===== src/rtl/load_use_hazard_ctrl.sv =====
// Load-use hazard and memory-freeze controller at the ID/EX boundary.
// Detects a load in EX whose destination feeds the instruction in ID, holds
// PC and IF/ID while STALL_CYCLES bubbles enter ID/EX, freezes every stage
// while data memory is busy, and counts bubble and freeze cycles with
// saturating counters.
module load_use_hazard_ctrl #(
  parameter int STALL_CYCLES = 1,  // bubbles per load-use hazard, 1..7
  parameter int CNT_W        = 32  // statistics counter width
) (
  input  logic             clk,
  input  logic             rst,
  input  logic [4:0]       id_rs,
  input  logic [4:0]       id_rt,
  input  logic             id_uses_rs,
  input  logic             id_uses_rt,
  input  logic             ex_mem_read,
  input  logic [4:0]       ex_rd,
  input  logic             mem_busy,
  output logic             pc_en,
  output logic             ifid_en,
  output logic             idex_en,
  output logic             exmem_en,
  output logic             idex_flush,
  output logic             load_use1,
  output logic             load_use2,
  output logic [CNT_W-1:0] bubble_cnt,
  output logic [CNT_W-1:0] freeze_cnt
);

  typedef enum logic [1:0] {
    ST_RUN    = 2'd0,
    ST_BUBBLE = 2'd1,
    ST_FREEZE = 2'd2
  } state_t;

  // Bubbles still owed after the first one, loaded when a hazard is seen.
  localparam logic [2:0]       REM_INIT = 3'(STALL_CYCLES - 1);
  localparam logic [CNT_W-1:0] CNT_ONE  = CNT_W'(1);

  state_t           state_q, state_d;
  state_t           ret_q, ret_d;
  state_t           eff_state;
  logic [2:0]       rem_q, rem_d;
  logic             lu1_q, lu1_d;
  logic             lu2_q, lu2_d;
  logic [CNT_W-1:0] bubble_q, freeze_q;
  logic             m1, m2, hazard;
  logic             freeze_act;

  // Register $0 is hard-wired to zero, so a load targeting it never hazards.
  assign m1     = ex_mem_read & (ex_rd != 5'd0) & id_uses_rs & (id_rs == ex_rd);
  assign m2     = ex_mem_read & (ex_rd != 5'd0) & id_uses_rt & (id_rt == ex_rd);
  assign hazard = m1 | m2;

  // Leaving FREEZE behaves exactly like the state it interrupted, in the
  // same cycle, so decode that state directly once memory is ready.
  assign eff_state = ((state_q == ST_FREEZE) && !mem_busy) ? ret_q : state_q;

  // Next-state and output decode; memory-busy freeze has priority over stalls.
  always_comb begin
    // NOTE: every variable gets a default before any branch so no path can
    // leave one unassigned and infer a latch.
    state_d    = state_q;
    ret_d      = ret_q;
    rem_d      = rem_q;
    lu1_d      = lu1_q;
    lu2_d      = lu2_q;
    pc_en      = 1'b1;
    ifid_en    = 1'b1;
    idex_en    = 1'b1;
    exmem_en   = 1'b1;
    idex_flush = 1'b0;
    load_use1  = 1'b0;
    load_use2  = 1'b0;
    freeze_act = 1'b0;

    case (eff_state)
      ST_RUN: begin
        if (mem_busy) begin
          freeze_act = 1'b1;
          state_d    = ST_FREEZE;
          ret_d      = ST_RUN;
        end else if (hazard) begin
          pc_en      = 1'b0;
          ifid_en    = 1'b0;
          idex_flush = 1'b1;
          load_use1  = m1;
          load_use2  = m2;
          if (STALL_CYCLES > 1) begin
            state_d = ST_BUBBLE;
            rem_d   = REM_INIT;
            lu1_d   = m1;
            lu2_d   = m2;
          end else begin
            state_d = ST_RUN;
          end
        end else begin
          state_d = ST_RUN;
        end
      end

      ST_BUBBLE: begin
        if (mem_busy) begin
          freeze_act = 1'b1;
          state_d    = ST_FREEZE;
          ret_d      = ST_BUBBLE;
        end else begin
          pc_en      = 1'b0;
          ifid_en    = 1'b0;
          idex_flush = 1'b1;
          load_use1  = lu1_q;
          load_use2  = lu2_q;
          rem_d      = rem_q - 3'd1;
          state_d    = (rem_q == 3'd1) ? ST_RUN : ST_BUBBLE;
        end
      end

      default: begin
        // Still frozen: memory remains busy, everything is held.
        freeze_act = 1'b1;
        state_d    = ST_FREEZE;
      end
    endcase

    if (freeze_act) begin
      pc_en    = 1'b0;
      ifid_en  = 1'b0;
      idex_en  = 1'b0;
      exmem_en = 1'b0;
    end

    // While reset is held the pipeline runs normally whatever the inputs.
    if (rst) begin
      pc_en      = 1'b1;
      ifid_en    = 1'b1;
      idex_en    = 1'b1;
      exmem_en   = 1'b1;
      idex_flush = 1'b0;
      load_use1  = 1'b0;
      load_use2  = 1'b0;
      freeze_act = 1'b0;
    end
  end

  // Control state registers; reset abandons any bubble or freeze in flight.
  always_ff @(posedge clk) begin
    // NOTE: sequential state uses non-blocking assignments so every register
    // samples pre-edge values regardless of statement order.
    if (rst) begin
      state_q <= ST_RUN;
      ret_q   <= ST_RUN;
      rem_q   <= 3'd0;
      lu1_q   <= 1'b0;
      lu2_q   <= 1'b0;
    end else begin
      state_q <= state_d;
      ret_q   <= ret_d;
      rem_q   <= rem_d;
      lu1_q   <= lu1_d;
      lu2_q   <= lu2_d;
    end
  end

  // Saturating statistics: bubbles inserted and cycles spent frozen.
  always_ff @(posedge clk) begin
    if (rst) begin
      bubble_q <= '0;
      freeze_q <= '0;
    end else begin
      if (idex_flush && (bubble_q != '1)) bubble_q <= bubble_q + CNT_ONE;
      if (freeze_act && (freeze_q != '1)) freeze_q <= freeze_q + CNT_ONE;
    end
  end

  assign bubble_cnt = bubble_q;
  assign freeze_cnt = freeze_q;

endmodule


===== config.mk =====
export PLATFORM = sky130hd
export DESIGN_NAME = load_use_hazard_ctrl
export DESIGN_NICKNAME = d
export VERILOG_FILES = /design/src/rtl/load_use_hazard_ctrl.sv
export SDC_FILE = /design/constraint.sdc
export NUM_CORES = 1
export LEC_CHECK = 0
export BUFFER_PORTS_ARGS = -buffer_cell sky130_fd_sc_hd__buf_2
export CORE_MARGIN = 2
export CORE_UTILIZATION = 51
export DETAILED_ROUTE_END_ITERATION = 12
export HOLD_SLACK_MARGIN = 0.15
export PLACE_DENSITY = 0.77
export REMOVE_ABC_BUFFERS = 1
export SETUP_SLACK_MARGIN = 0.02
export SYNTH_ARGS = -nofsm -noshare
export SYNTH_HDL_FRONTEND = slang
export SYNTH_SLANG_ARGS = --single-unit

===== constraint.sdc =====
create_clock -name clk -period 3.65 [get_ports clk]
set_input_delay 0.365 -clock clk [delete_from_list [all_inputs] [get_ports clk]]
set_output_delay 0.365 -clock clk [all_outputs]
set_load 0.01 [all_outputs]

==> out/results.txt <==
Outcome -> complete, no violations
Average size of a mapped cell -> 8.49 sq um
Clock buffer count from CTS -> 9
CTS tree -> built
Gpl congestion -> 0.838
Worst hold stages -> 4
Ant diodes -> 0
CP required -> 3.28 ns
Vias in the first global route -> 3270
Final nets -> 543
Post-CTS Setup Inserts -> 0
Fill cell count -> 621
Mux share of post-synthesis cell area -> 2.96%
Clock Skews -> 0.00864 ns
Worst EP arrival -> 2.22 ns
Mapped Cells -> 433
Main area contributors after synthesis -> dfxtp_1, xor2_1, nor2_1
CP peak stage delay -> 0.54 ns
Max stage delay cell, worst path -> or4_1
Drt pass-1 iters -> 4
Setup CP Type -> input port to output port
Row count -> 30
Fin Setup TNS -> 0 ns
HP Class -> input port to register
Clk_lat worst skew -> 0.34 ns
Min Hold Slack -> 0.450 ns
CTS resizes -> 0
Mapped Area -> 0.00368 sq mm
Routed vias/inst -> 5.64
Final HPWL DP -> 5980 microns
Max Freq -> 388 MHz
Asr flop ratio synth -> 0%
H-tree levels -> 3
Synth Flop Type -> dfxtp_1
Final min period -> 2.58 ns
Core Area -> 0.00687 sq mm
Finished Layout Cells -> 619
Crit path launch -> ex_rd[1]
GRT Util Overall -> 22.5%
Worst-path fanout max -> 59
LEAKAGE -> 1.71 nW
Max-slew violation count -> 0
Relative slew slack -> 50.9%
Root Buffer -> clkbuf_8
DRC viols -> 0
Area Growth Syn to Fin -> 19.6%
Startpoint types -> input port
Ports -> 92
EDFF count, synth -> 0
Largest net degree at the start of global routing -> 60
Total number of vias -> 3492
Worst path cell trace -> buf_2 -> or4_1 -> o21ai_2 -> nor3_1 -> nor4_4 -> buf_12 -> nor2_1 -> nor2_1 -> buf_2
Total gr overflow -> 0
Seq/Total Area, Yosys -> 38.1%
MaxCap Viol Count -> 0
CP Capture Type -> output port
Hold Path Origin -> mem_busy
Global-route wire length before repair -> 14400 microns
Yosys warning total -> 0
IO buf count -> 91
Initial antenna violation count -> 0
Share of post-route cells with drive strength above 1 -> 24.5%
Slew @ Worst Pin -> 0.729 ns
# hold bufs at CTS -> 0
Synth Area in Adders -> 1.36%
Leading area contributor after synthesis -> dfxtp_1
RSZ-0062 raised after global routing -> false
Share of the synthesized area in the top cell type -> 38.1%
Util after Layout -> 64.0%
FF-to-FF Start -> bubble_cnt[0]$_SDFFE_PP0P_
CTS Sinks -> 70
Compound-gate portion of the synthesized area -> 11.7%
WL per Instance -> 13.7 microns
Synth Area in Simple Gates -> 32.4%
Power, Total -> 1.56 mW
Initial DRC count -> 185
Peak supply drop -> 0.191 mV
DRT antenna net count -> 0
Post-synthesis xor/xnor area fraction -> 9.29%
Die width -> 88.9 microns
Placed Instances -> 603
Synthesis-stage register bit count -> 70
Clk buf depth -> 2
Largest family of logic cells by synthesized area -> simple AND/OR/NAND/NOR gates
Die area -> 0.00791 sq mm
Distinct cells, synth -> 52
Initial cell density of the core -> 53.5%
Cell Pwr Density -> 355 mW/mm^2
Drt total wl -> 8470 microns
Final worst path period share -> 70.7%
R2R depth -> 7
Final setup viols -> 0
Worst-path clk slew -> 0.07 ns
Die Y -> 88.9 microns
Most common cell after layout, fill and taps aside -> buf_2
Commonest non-fill, non-tap cells in the layout -> buf_2, dfxtp_1, nor2_1, nand2_1, a21oi_1
Final hold vios -> 0
-- path summary, 6_finish.rpt --
kind	to	slack [ns]
hold reg to reg	bubble_cnt[13]$_SDFFE_PP0P_	0.49
hold / removal	rem_q[1]$_SDFFE_PP0N_	0.45
setup reg to reg	bubble_cnt[31]$_SDFFE_PP0P_	1.12
setup / recovery	pc_en	1.07
-- cells in the mapped netlist, types with 2 or more instances --
master and number:
o311ai_0 2, nand4_1 22, dfxtp_1 70, and2_1 2
inv_1 8, nand3_1 24, o31ai_1 18, buf_1 2
xnor2_1 12, o41ai_1 3, and4_1 5, a31oi_1 4
or3_1 10, nor2b_1 6, ha_1 4, o21ai_1 2
buf_4 7, nor2_1 52, buf_6 3, or4_1 20
xor2_1 27, nor3_1 10, nand2_1 34, o21ai_0 6
a21oi_1 28, mux2_2 2, nor4_1 5, mux2_4 3
and3_1 10, clkbuf_1 8, mux2i_1 3
-- metrics by stage --
stage	cell area, sq um	setup WS [ns]
floorplan	3550	0.222
global placement	4160	1.12
detailed placement	4160	1.06
CTS	4400	1.06
global route	4400	0.899
finish	4400	1.07
-- power breakdown --
part / internal (mW) / leakage [nW] / switching [mW] / total (mW)
Sequential: 0.766 / 0.564 / 0.00349 / 0.769
Clock: 0.440 / 0.120 / 0.279 / 0.719
Combinational: 0.0267 / 1.02 / 0.0461 / 0.0728
Total: 1.23 / 1.71 / 0.328 / 1.56
-- worst max-delay path: cells and delay by family --
kind                   cells  cell delay (ns)
and+or+nand+nor            5             1.14
buffers and inverters      3             0.53
AOI/OAI and AO/OA          1             0.16
-- state kept, by name, indices dropped and copies added (netlist names) --
| signal | count |
|---|---|
| rem_q | 3 |
| ret_q | 1 |
| state_q | 2 |
| freeze_cnt | 32 |
| bubble_cnt | 32 |
-- final cells by class --
class	instances	area, sq um	share of cell area [%]
inverter	8	30.0	0.683
clock buffer	13	169	3.84
timing repair buffer	94	490	11.2
multi-input combinational	335	2120	48.3
clock inverter	3	65.1	1.48
sequential	70	1400	31.9
tap	96	120	2.73
-- layer usage --
| metal | track usage, % | vias up | wire [microns] |
|---|---|---|---|
| li1 | - | 1757 | - |
| met3 | 4.89 | 6 | 488 |
| met2 | 37.3 | 94 | 4060 |
| met1 | 28.6 | 1635 | 3870 |
| met4 | 8.95 | 0 | 61 |
| met5 | 0 | - | 0 |
-- logic make-up after synthesis --
group                    after synthesis
AND/OR/NAND/NOR                      215
flip-flops                            70
AO/OA/AOI/OAI                         68
XOR/XNOR                              39
buffers and inverters                 28
multiplexers                           9
adder cells (fa/ha/maj)                4
Note: power is estimated with default switching activity, not from simulation.
